==> src/rtl/sisc_ifetch_if.sv <==
// Instruction-memory read port for the SISC fetch stage.
// master drives the request, slave returns data with a one-cycle ack.
interface sisc_ifetch_if #(
    parameter int PC_W = 16
);
    logic            req;
    logic [PC_W-1:0] addr;
    logic            ack;
    logic [31:0]     rdata;

    modport master (output req, addr, input ack, rdata);
    modport slave  (input req, addr, output ack, rdata);
endinterface

==> src/rtl/sisc_ifetch.sv <==
// SISC instruction fetch / PC stage: PC, IR, field decode and next-PC.
// Optional fetch timeout enabled by defining SISC_IFETCH_TIMEOUT_EN.
module sisc_ifetch #(
    parameter int              PC_W    = 16,
    parameter logic [PC_W-1:0] RST_PC  = '0,
    parameter int              TMO_CYC = 15
) (
    input  logic            clk,
    input  logic            rst_f,
    input  logic            fetch_go,
    input  logic            pc_upd,
    input  logic [3:0]      stat,
    sisc_ifetch_if.master   imem,
    output logic [31:0]     instr,
    output logic [3:0]      opcode,
    output logic [3:0]      mm,
    output logic [3:0]      rd,
    output logic [3:0]      rs,
    output logic [3:0]      rt,
    output logic [15:0]     imm,
    output logic [PC_W-1:0] pc,
    output logic            ir_valid,
    output logic            busy,
    output logic            br_taken,
    output logic            fetch_err
);
    typedef enum logic [1:0] {IDLE, REQ, WAIT} state_t;

    localparam logic [31:0] HLT = 32'hF000_0000;

    state_t          state_q, state_d;
    logic            ack_ok;
    logic            tmo_hit;
    logic            upd_ok;
    logic            cond;
    logic            taken;
    logic [PC_W-1:0] tgt;
    logic [PC_W-1:0] pc_next;
    logic [31:0]     abs32;
    logic [31:0]     sext32;

    assign opcode = instr[31:28];
    assign mm     = instr[27:24];
    assign rd     = instr[23:20];
    assign rs     = instr[19:16];
    assign rt     = instr[15:12];
    assign imm    = instr[15:0];

    assign busy      = (state_q == REQ) || (state_q == WAIT);
    assign imem.req  = busy;
    assign imem.addr = pc;
    assign upd_ok    = pc_upd && (state_q == IDLE) && ir_valid;

`ifdef SISC_IFETCH_TIMEOUT_EN
    localparam int CW = $clog2(TMO_CYC + 1);

    logic [CW-1:0] cnt_q;

    assign tmo_hit = (state_q == WAIT) && !imem.ack
                   && (cnt_q == CW'(TMO_CYC - 1));

    always_ff @(posedge clk) begin
        if (rst_f) begin
            cnt_q     <= '0;
            fetch_err <= 1'b0;
        end else begin
            if ((state_q == WAIT) && !imem.ack)
                cnt_q <= cnt_q + 1'b1;
            else
                cnt_q <= '0;
            if (tmo_hit)
                fetch_err <= 1'b1;
        end
    end
`else
    assign tmo_hit   = 1'b0;
    assign fetch_err = 1'b0;
`endif

    always_comb begin
        state_d = state_q;
        ack_ok  = 1'b0;
        unique case (state_q)
            IDLE: if (fetch_go) state_d = REQ;
            REQ:  state_d = WAIT;
            WAIT: begin
                if (imem.ack) begin
                    ack_ok  = 1'b1;
                    state_d = IDLE;
                end else if (tmo_hit) begin
                    state_d = IDLE;
                end
            end
            default: state_d = IDLE;
        endcase
    end

    // Branch targets: absolute zero-extends imm, relative sign-extends and wraps.
    always_comb begin
        abs32  = {16'h0000, imm};
        sext32 = {{16{imm[15]}}, imm};
        cond   = (mm == 4'h0) || ((stat & mm) != 4'h0);
        taken  = 1'b0;
        tgt    = pc + 1'b1;
        unique case (opcode)
            4'h4: begin taken = cond;  tgt = abs32[PC_W-1:0]; end
            4'h5: begin taken = cond;  tgt = pc + sext32[PC_W-1:0]; end
            4'h6: begin taken = !cond; tgt = abs32[PC_W-1:0]; end
            4'h7: begin taken = !cond; tgt = pc + sext32[PC_W-1:0]; end
            default: taken = 1'b0;
        endcase
        pc_next = taken ? tgt : pc + 1'b1;
    end

    always_ff @(posedge clk) begin
        if (rst_f) begin
            state_q  <= IDLE;
            pc       <= RST_PC;
            instr    <= '0;
            ir_valid <= 1'b0;
            br_taken <= 1'b0;
        end else begin
            state_q <= state_d;
            if (upd_ok) begin
                pc       <= pc_next;
                br_taken <= taken;
            end
            if ((state_q == IDLE) && fetch_go)
                ir_valid <= 1'b0;
            if (ack_ok) begin
                instr    <= imem.rdata;
                ir_valid <= 1'b1;
            end else if (tmo_hit) begin
                instr    <= HLT;
                ir_valid <= 1'b1;
            end
        end
    end
endmodule

==> src/flat_wrapper.sv <==
// flat-port wrapper written by rule: the top's interface ports become plain ports
module sisc_ifetch_flat 
#(
    parameter int              PC_W    = 16,
    parameter logic [PC_W-1:0] RST_PC  = '0,
    parameter int              TMO_CYC = 15
)
  (clk, rst_f, fetch_go, pc_upd, stat, instr, opcode, mm, rd, rs, rt, imm, pc, ir_valid, busy, br_taken, fetch_err, imem_req, imem_addr, imem_ack, imem_rdata);
  sisc_ifetch_if #(.PC_W(PC_W)) imem_i ();
  input  logic clk;
  input  logic rst_f;
  input  logic fetch_go;
  input  logic pc_upd;
  input  logic [3:0] stat;
  output logic [31:0] instr;
  output logic [3:0] opcode;
  output logic [3:0] mm;
  output logic [3:0] rd;
  output logic [3:0] rs;
  output logic [3:0] rt;
  output logic [15:0] imm;
  output logic [PC_W-1:0] pc;
  output logic ir_valid;
  output logic busy;
  output logic br_taken;
  output logic fetch_err;
  output wire logic [$bits(imem_i.req)-1:0] imem_req;
  output wire logic [$bits(imem_i.addr)-1:0] imem_addr;
  input wire logic [$bits(imem_i.ack)-1:0] imem_ack;
  input wire logic [$bits(imem_i.rdata)-1:0] imem_rdata;
  assign imem_req = imem_i.req;
  assign imem_addr = imem_i.addr;
  assign imem_i.ack = imem_ack;
  assign imem_i.rdata = imem_rdata;
  sisc_ifetch #(.PC_W(PC_W), .RST_PC(RST_PC), .TMO_CYC(TMO_CYC)) u_core (.clk(clk), .rst_f(rst_f), .fetch_go(fetch_go), .pc_upd(pc_upd), .stat(stat), .imem(imem_i), .instr(instr), .opcode(opcode), .mm(mm), .rd(rd), .rs(rs), .rt(rt), .imm(imm), .pc(pc), .ir_valid(ir_valid), .busy(busy), .br_taken(br_taken), .fetch_err(fetch_err));
endmodule
==> config.mk <==
export PLATFORM = sky130hd
export DESIGN_NAME = sisc_ifetch_flat
export DESIGN_NICKNAME = d
export VERILOG_FILES = /design/src/rtl/sisc_ifetch_if.sv /design/src/rtl/sisc_ifetch.sv /design/src/flat_wrapper.sv
export SDC_FILE = /design/constraint.sdc
export NUM_CORES = 1
export LEC_CHECK = 0
export CORE_MARGIN = 10
export CORE_UTILIZATION = 40
export CTS_CLUSTER_SIZE = 8
export DETAILED_ROUTE_END_ITERATION = 6
export PLACE_DENSITY = 0.74
export SLEW_MARGIN = 20
export SYNTH_ARGS = -nofsm -noshare
export SYNTH_HDL_FRONTEND = slang
export SYNTH_SLANG_ARGS = --single-unit
==> constraint.sdc <==
create_clock -name clk -period 3.1 [get_ports clk]
set_input_delay 0.31 -clock clk [delete_from_list [all_inputs] [get_ports clk]]
set_output_delay 0.31 -clock clk [all_outputs]
set_load 0.005 [all_outputs]
==> flow_summary.yaml, run 1 <==
outcome:
  status: "completed"
sta:
  timing.fmax_mhz: 392.8
  setup_viol_count_final: 0
  worst_pin_slew_ns: 0.8595
  timing.hold.ws_ns: 0.4744
  slew_viol_final: 0
  relSlewSlack_pct: 42.17
  final.period_utilization_pct: 82.13
  period_needed_ns: 2.546
  rsz0062_at_grt: "no"
  fin_skew_ns: 0.008679
  hold_viol: 0
  tns_ns: 0
power_and_ir_drop:
  internal_power_mw: 1.039
  powerDensity_nw_per_um2: 296.0
  ir_worst_vdd_uv: 310.4
  seqPwrFrac_pct: 49.6
  clkPwrFrac_pct: 27.3
  p_sw_uw: 424.8
  p_comb_share_pct: 23.0
  p_sw_share_pct: 29.02
  leakagePower_nw: 1.768
clock_tree:
  numClockSinks: 52
  clkSlewWorstSetupHoldPaths_ns: 0.10
  post_cts.repair.setup_buffers: 0
  numCtsBuffers: 5
  cts_resized: 0
  clk_latency_ns: 0.31
  ctsHtreeMaxLevel: 2
  cts_tree: "built"
  cts_root_buf: "clkbuf_8"
  cts.hold.buffers_added: 0
  cts.path.max_buffers: 2
detailed_routing:
  wl_met3_um: 1372
  drc: 0
  vias: 3779
  met2_wirelength_um: 5794
  viasPerCell: 5.557
  wl_per_cell_um: 18.11
  wirelength_met1_um: 4997
  drt_first_pass_iters: 6
  top_layer: "met4"
  ant_nets: 0
  drtIter0Drc: 234
  routed_wl_um: 12310
floorplanning:
  die_x_um: 116.5
  initial_core_util_pct: 40.70
  num_io_pins: 146
  num_rows: 35
  die_h_um: 116.5
  dieArea_um2: 13570
  core_um2: 9153
final_layout:
  fin_nets: 630
  final_area_um2: 4945
  final_cell_mix: "clkdlybuf4s50_1 (143), nand2_1 (81), a21oi_1 (62)"
  drive_above_1_share_pct: 4.569
  final_common_cell: "clkdlybuf4s50_1"
  synthToLayoutAreaGrowth_pct: 32.75
  n_antenna_cell: 0
flow_run:
  maxCapViolCount: 0
hold_path:
  hold_end: "u_core.instr[22]"
  hold_path.startpoint: "u_core.instr[22]"
  holdPathStages: 2
  worstHoldPathType: "reg -> reg"
setup_path:
  required_ns: 3.28
  r2r_start: "u_core.imem.addr[0]"
  crit_path_start_kind: "flop"
  reg2reg_depth: 9
  reg2reg_to: "u_core.imem.addr[12]"
  end_kind: "flop"
  worstPathMaxFanout: 8
  crit_type: "reg -> reg"
  rrSetupSlack_ns: 0.55
  crit_arrival_ns: 2.73
synth:
  synth_nets: 547
  avgSynthCellArea_um2: 7.680
  ys_ff_latch: 52
  syn_inst: 485
  yosys_warnings: 0
  synthesis.area_um2: 3725
  synth-seq-area-share_pct: 27.95
  synth_cell_type_count: 62
  synth-async-reset-ratio_pct: 0
  synth-edff-count: 0
  ys.flop_type: "dfxtp_1"
global_routing:
  antenna_found_initial: 0
  grt.total_usage_pct: 17.53
  grt_max_degree: 33
  grt_pass1_wl_um: 19400
  grt-ovfl-total: 0
  first_global_vias: 3708
placement:
  dp_hpwl_um: 9559
  portBuffers: 144
  place.gp.congestion: 0.8714
  placed_area_um2: 4857
flip-flops by register name (all words and copies together) (netlist names):
signal and cells:
u_core.instr 32, u_core.imem.addr 16, u_core.state_q 2, u_core.br_taken 1, u_core.ir_valid 1
stage by stage:
stage               worst slack [ns]  power, mW  utilization [%]  std cells
finish                        0.5538      1.464            54.03        680
global route                  0.2578      1.522            54.03        680
CTS                           0.5551      1.470            54.00        680
detailed placement            0.3916      1.078            53.07        672
global placement              0.5063      1.070            53.07        672
floorplan                     0.9252     0.9158                -        485
cell families (layout without fill, tap and decap cells):
kind of cell,count (synthesis),count (layout),share of synthesized area (%)
AO/OA/AOI/OAI,148,148,26.24
XOR/XNOR,5,5,1.176
adder cells (fa/ha/maj),21,21,7.256
buffers and inverters,85,169,14.21
flip-flops,52,52,27.95
multiplexers,7,7,1.881
other,1,1,0.1007
AND/OR/NAND/NOR,166,166,21.20
Yosys cell counts (7+ instances only):
cell type  number  area, um2
nand2_1        82      307.8
a21oi_1        62      310.3
buf_4          55      412.9
dfxtp_1        52       1041
nor2_1         21      78.83
ha_1           20      250.2
o21ai_0        19      95.09
nand3_1        18      90.09
clkbuf_1       14      52.55
a21o_1         11      82.58
inv_1          11      41.29
a211oi_1       10      75.07
and3_1          8      50.05
mux2i_1         7      70.07
or3_1           7      43.79
worst max path at each step:
stage                        startpoint                    to  slack (ns)  depth (start not counted)
floorplan           u_core.imem.addr[0]  u_core.imem.addr[12]        0.93                          9
global placement                stat[1]  u_core.imem.addr[12]        0.51                          7
detailed placement              stat[1]  u_core.imem.addr[12]        0.39                          7
CTS                 u_core.imem.addr[0]  u_core.imem.addr[12]        0.56                          9
global route        u_core.imem.addr[0]   u_core.imem.addr[6]        0.26                          9
finish              u_core.imem.addr[0]  u_core.imem.addr[12]        0.55                          9
worst max-delay path, stage by stage, from the launching register on:
cell,delay [ns]
dfxtp_1,0.47
ha_1,0.26
inv_1,0.07
fa_1,0.39
nor2b_1,0.20
o31a_1,0.25
o211ai_1,0.16
and4_1,0.21
a2111oi_0,0.31
nor3_1,0.09
final cells by class:
type                    instances  area (um2)
inverters                      11       41.29
multi-input cells             348        2157
flip-flops and latches         52        1041
fillers                       887        4208
clock inverters                 1       8.758
clock buffers                   7       76.32
repair buffers                150        1481
well taps                     111       138.9
layer usage:
layer / vias to the layer above / track usage, %
met4: 0 / 3.503
met5: - / 0
li1: 1850 / -
met3: 17 / 6.985
met2: 151 / 29.03
met1: 1761 / 20.96
power by group through the flow:
| stage | Combinational [mW] | Clock [mW] | Sequential, mW |
|---|---|---|---|
| finish | 0.337 | 0.400 | 0.726 |
| detailed placement | 0.337 | 0 | 0.741 |
| floorplan | 0.182 | 0 | 0.734 |
| CTS | 0.339 | 0.405 | 0.726 |
| global placement | 0.330 | 0 | 0.740 |
| global route | 0.370 | 0.421 | 0.731 |
Power figures use the tool's default switching activity.
==> inputs of run 2 (changes only) <==
--- a/config.mk
+++ b/config.mk
@@ -9,7 +9,7 @@
 export CORE_UTILIZATION = 40
 export CTS_CLUSTER_SIZE = 8
 export DETAILED_ROUTE_END_ITERATION = 6
-export PLACE_DENSITY = 0.74
+export PLACE_DENSITY = 0.77
 export SLEW_MARGIN = 20
 export SYNTH_ARGS = -nofsm -noshare
 export SYNTH_HDL_FRONTEND = slang
==> constraint.sdc (replaced) <==
create_clock -name clk -period 2.05 [get_ports clk]
set_input_delay 0.205 -clock clk [delete_from_list [all_inputs] [get_ports clk]]
set_output_delay 0.205 -clock clk [all_outputs]
set_load 0.005 [all_outputs]
==> flow_summary.yaml, run 2 (synthesis gave the netlist of run 1 again) <==
sta:
  hold_viol: 0
  relSlewSlack_pct: 65.71
  worst_slack_ns: -0.1140
  timing.fmax_mhz: 462.1
  slew_viol_final: 0
  rsz0062_at_grt: "yes"
  timing.hold.ws_ns: 0.3218
  final.period_utilization_pct: 105.6
  fin_skew_ns: 0.004825
  setup_viol_count_final: 6
  worst_pin_slew_ns: 0.5125
  period_needed_ns: 2.164
final_layout:
  instances_no_fill: 750
  fin_nets: 700
  synthToLayoutAreaGrowth_pct: 53.01
  final_cell_mix: "clkdlybuf4s50_1 (143), nand2_1 (82), buf_4 (75)"
  n_antenna_cell: 0
  top_register: "u_core.instr"
  drive_above_1_share_pct: 19.56
  final_common_cell: "clkdlybuf4s50_1"
  largest_reg_flops: 32
  final_area_um2: 5699
  fin_util_pct: 62.27
  fillerInstances: 758
floorplanning:
  core_um2: 9153
  num_rows: 35
  dieArea_um2: 13570
  num_io_pins: 146
  die_h_um: 116.5
  die_x_um: 116.5
  initial_core_util_pct: 40.70
global_routing:
  grt_pass1_wl_um: 20590
  first_global_vias: 4151
  grt_max_degree: 36
  antenna_found_initial: 0
  grt-ovfl-total: 0
  grt.total_usage_pct: 18.60
detailed_routing:
  drtIter0Drc: 232
  vias: 4209
  drt_first_pass_iters: 5
  wl_per_cell_um: 17.86
  routed_wl_um: 13390
  ant_nets: 0
  viasPerCell: 5.612
  drc: 0
outcome:
  status: "finished, violations left"
  violations: "setup timing"
setup_path:
  crit_arrival_ns: 2.39
  crit_type: "reg -> reg"
  end_kind: "flop"
  worstPathMaxFanout: 4
  rrSetupSlack_ns: -0.11
  reg2reg_depth: 9
  crit_path_start_kind: "flop"
  required_ns: 2.28
power_and_ir_drop:
  leakagePower_nw: 2.144
  ir_worst_vdd_uv: 415.2
  powerDensity_nw_per_um2: 397.9
clock_tree:
  ctsHtreeMaxLevel: 2
  clk_latency_ns: 0.31
  cts.path.max_buffers: 2
  cts.hold.buffers_added: 0
  clkSlewWorstSetupHoldPaths_ns: 0.09
  cts_root_buf: "clkbuf_8"
  cts_tree: "built"
  numClockSinks: 52
  numCtsBuffers: 5
flow_run:
  maxCapViolCount: 0
placement:
  dp_hpwl_um: 10420
  portBuffers: 144
  placed_area_um2: 5390
  dp.cells: 739
  place.gp.congestion: 0.9490
  dp_worst_setup_slack_ns: -0.2058
hold_path:
  holdPathStages: 2
  worstHoldPathType: "in -> reg"
[run 2: cell count changes in the layout (fill, tap and decap cells not counted), sizes merged]
| cell | change |
|---|---|
| buf | +70 |
[run 2: final timing paths]
path                        from              endpoint
min                        rst_f   u_core.imem.addr[4]
max          u_core.imem.addr[1]  u_core.imem.addr[14]
max reg2reg  u_core.imem.addr[1]  u_core.imem.addr[14]
min reg2reg     u_core.instr[20]      u_core.instr[20]
[run 2: stage by stage]
stage,power [mW],setup TNS [ns]
3_5_place_dp,1.681,-1.585
2_1_floorplan,1.386,-0.0006677
4_1_cts,2.267,-0.09418
5_1_grt,2.367,-0.6827
6_report,2.268,-0.3890
3_3_place_gp,1.667,-0.7891
[run 2: repair_timing]
action,in CTS,in global routing
endpoints found under the setup margin,10,11
pin swaps,9,12
resized for setup,16,20
setup buffers,4,2
[run 2: area by class of cell]
cell class	instances	area (um2)	share of cell area (%)
Timing Repair Buffer	220	2019	35.43
Inverter	11	41.29	0.7245
Tap cell	111	138.9	2.437
Clock buffer	7	76.32	1.339
Clock inverter	1	8.758	0.1537
Sequential cell	52	1047	18.38
Multi-Input combinational cell	348	2367	41.54
[run 2: metal layers]
metal	share of wire, %	vias to the layer above	wire (um)	track usage, %
met1	38	1995	5071	21.07
met4	2.4	0	324	5.588
met5	0	-	0	0
li1	-	1992	-	-
met2	50	187	6725	32.58
met3	9.5	35	1272	5.855
[run 2: power breakdown]
part           switching [mW]  internal [mW]  total [mW]
combinational           0.260          0.330       0.591
clock                   0.344          0.245       0.589
sequential             0.0394           1.05        1.09
total                   0.644           1.62        2.27
[run 2: worst max-delay path: stages, from the launching register on]
cell and delay, ns:
dfxtp_1 0.42, inv_1 0.10, fa_2 0.40, nor2b_2 0.14, o31a_1 0.25, buf_4 0.15, o21ai_2 0.05, a31o_2 0.22
mux2i_1 0.13, a211oi_1 0.21
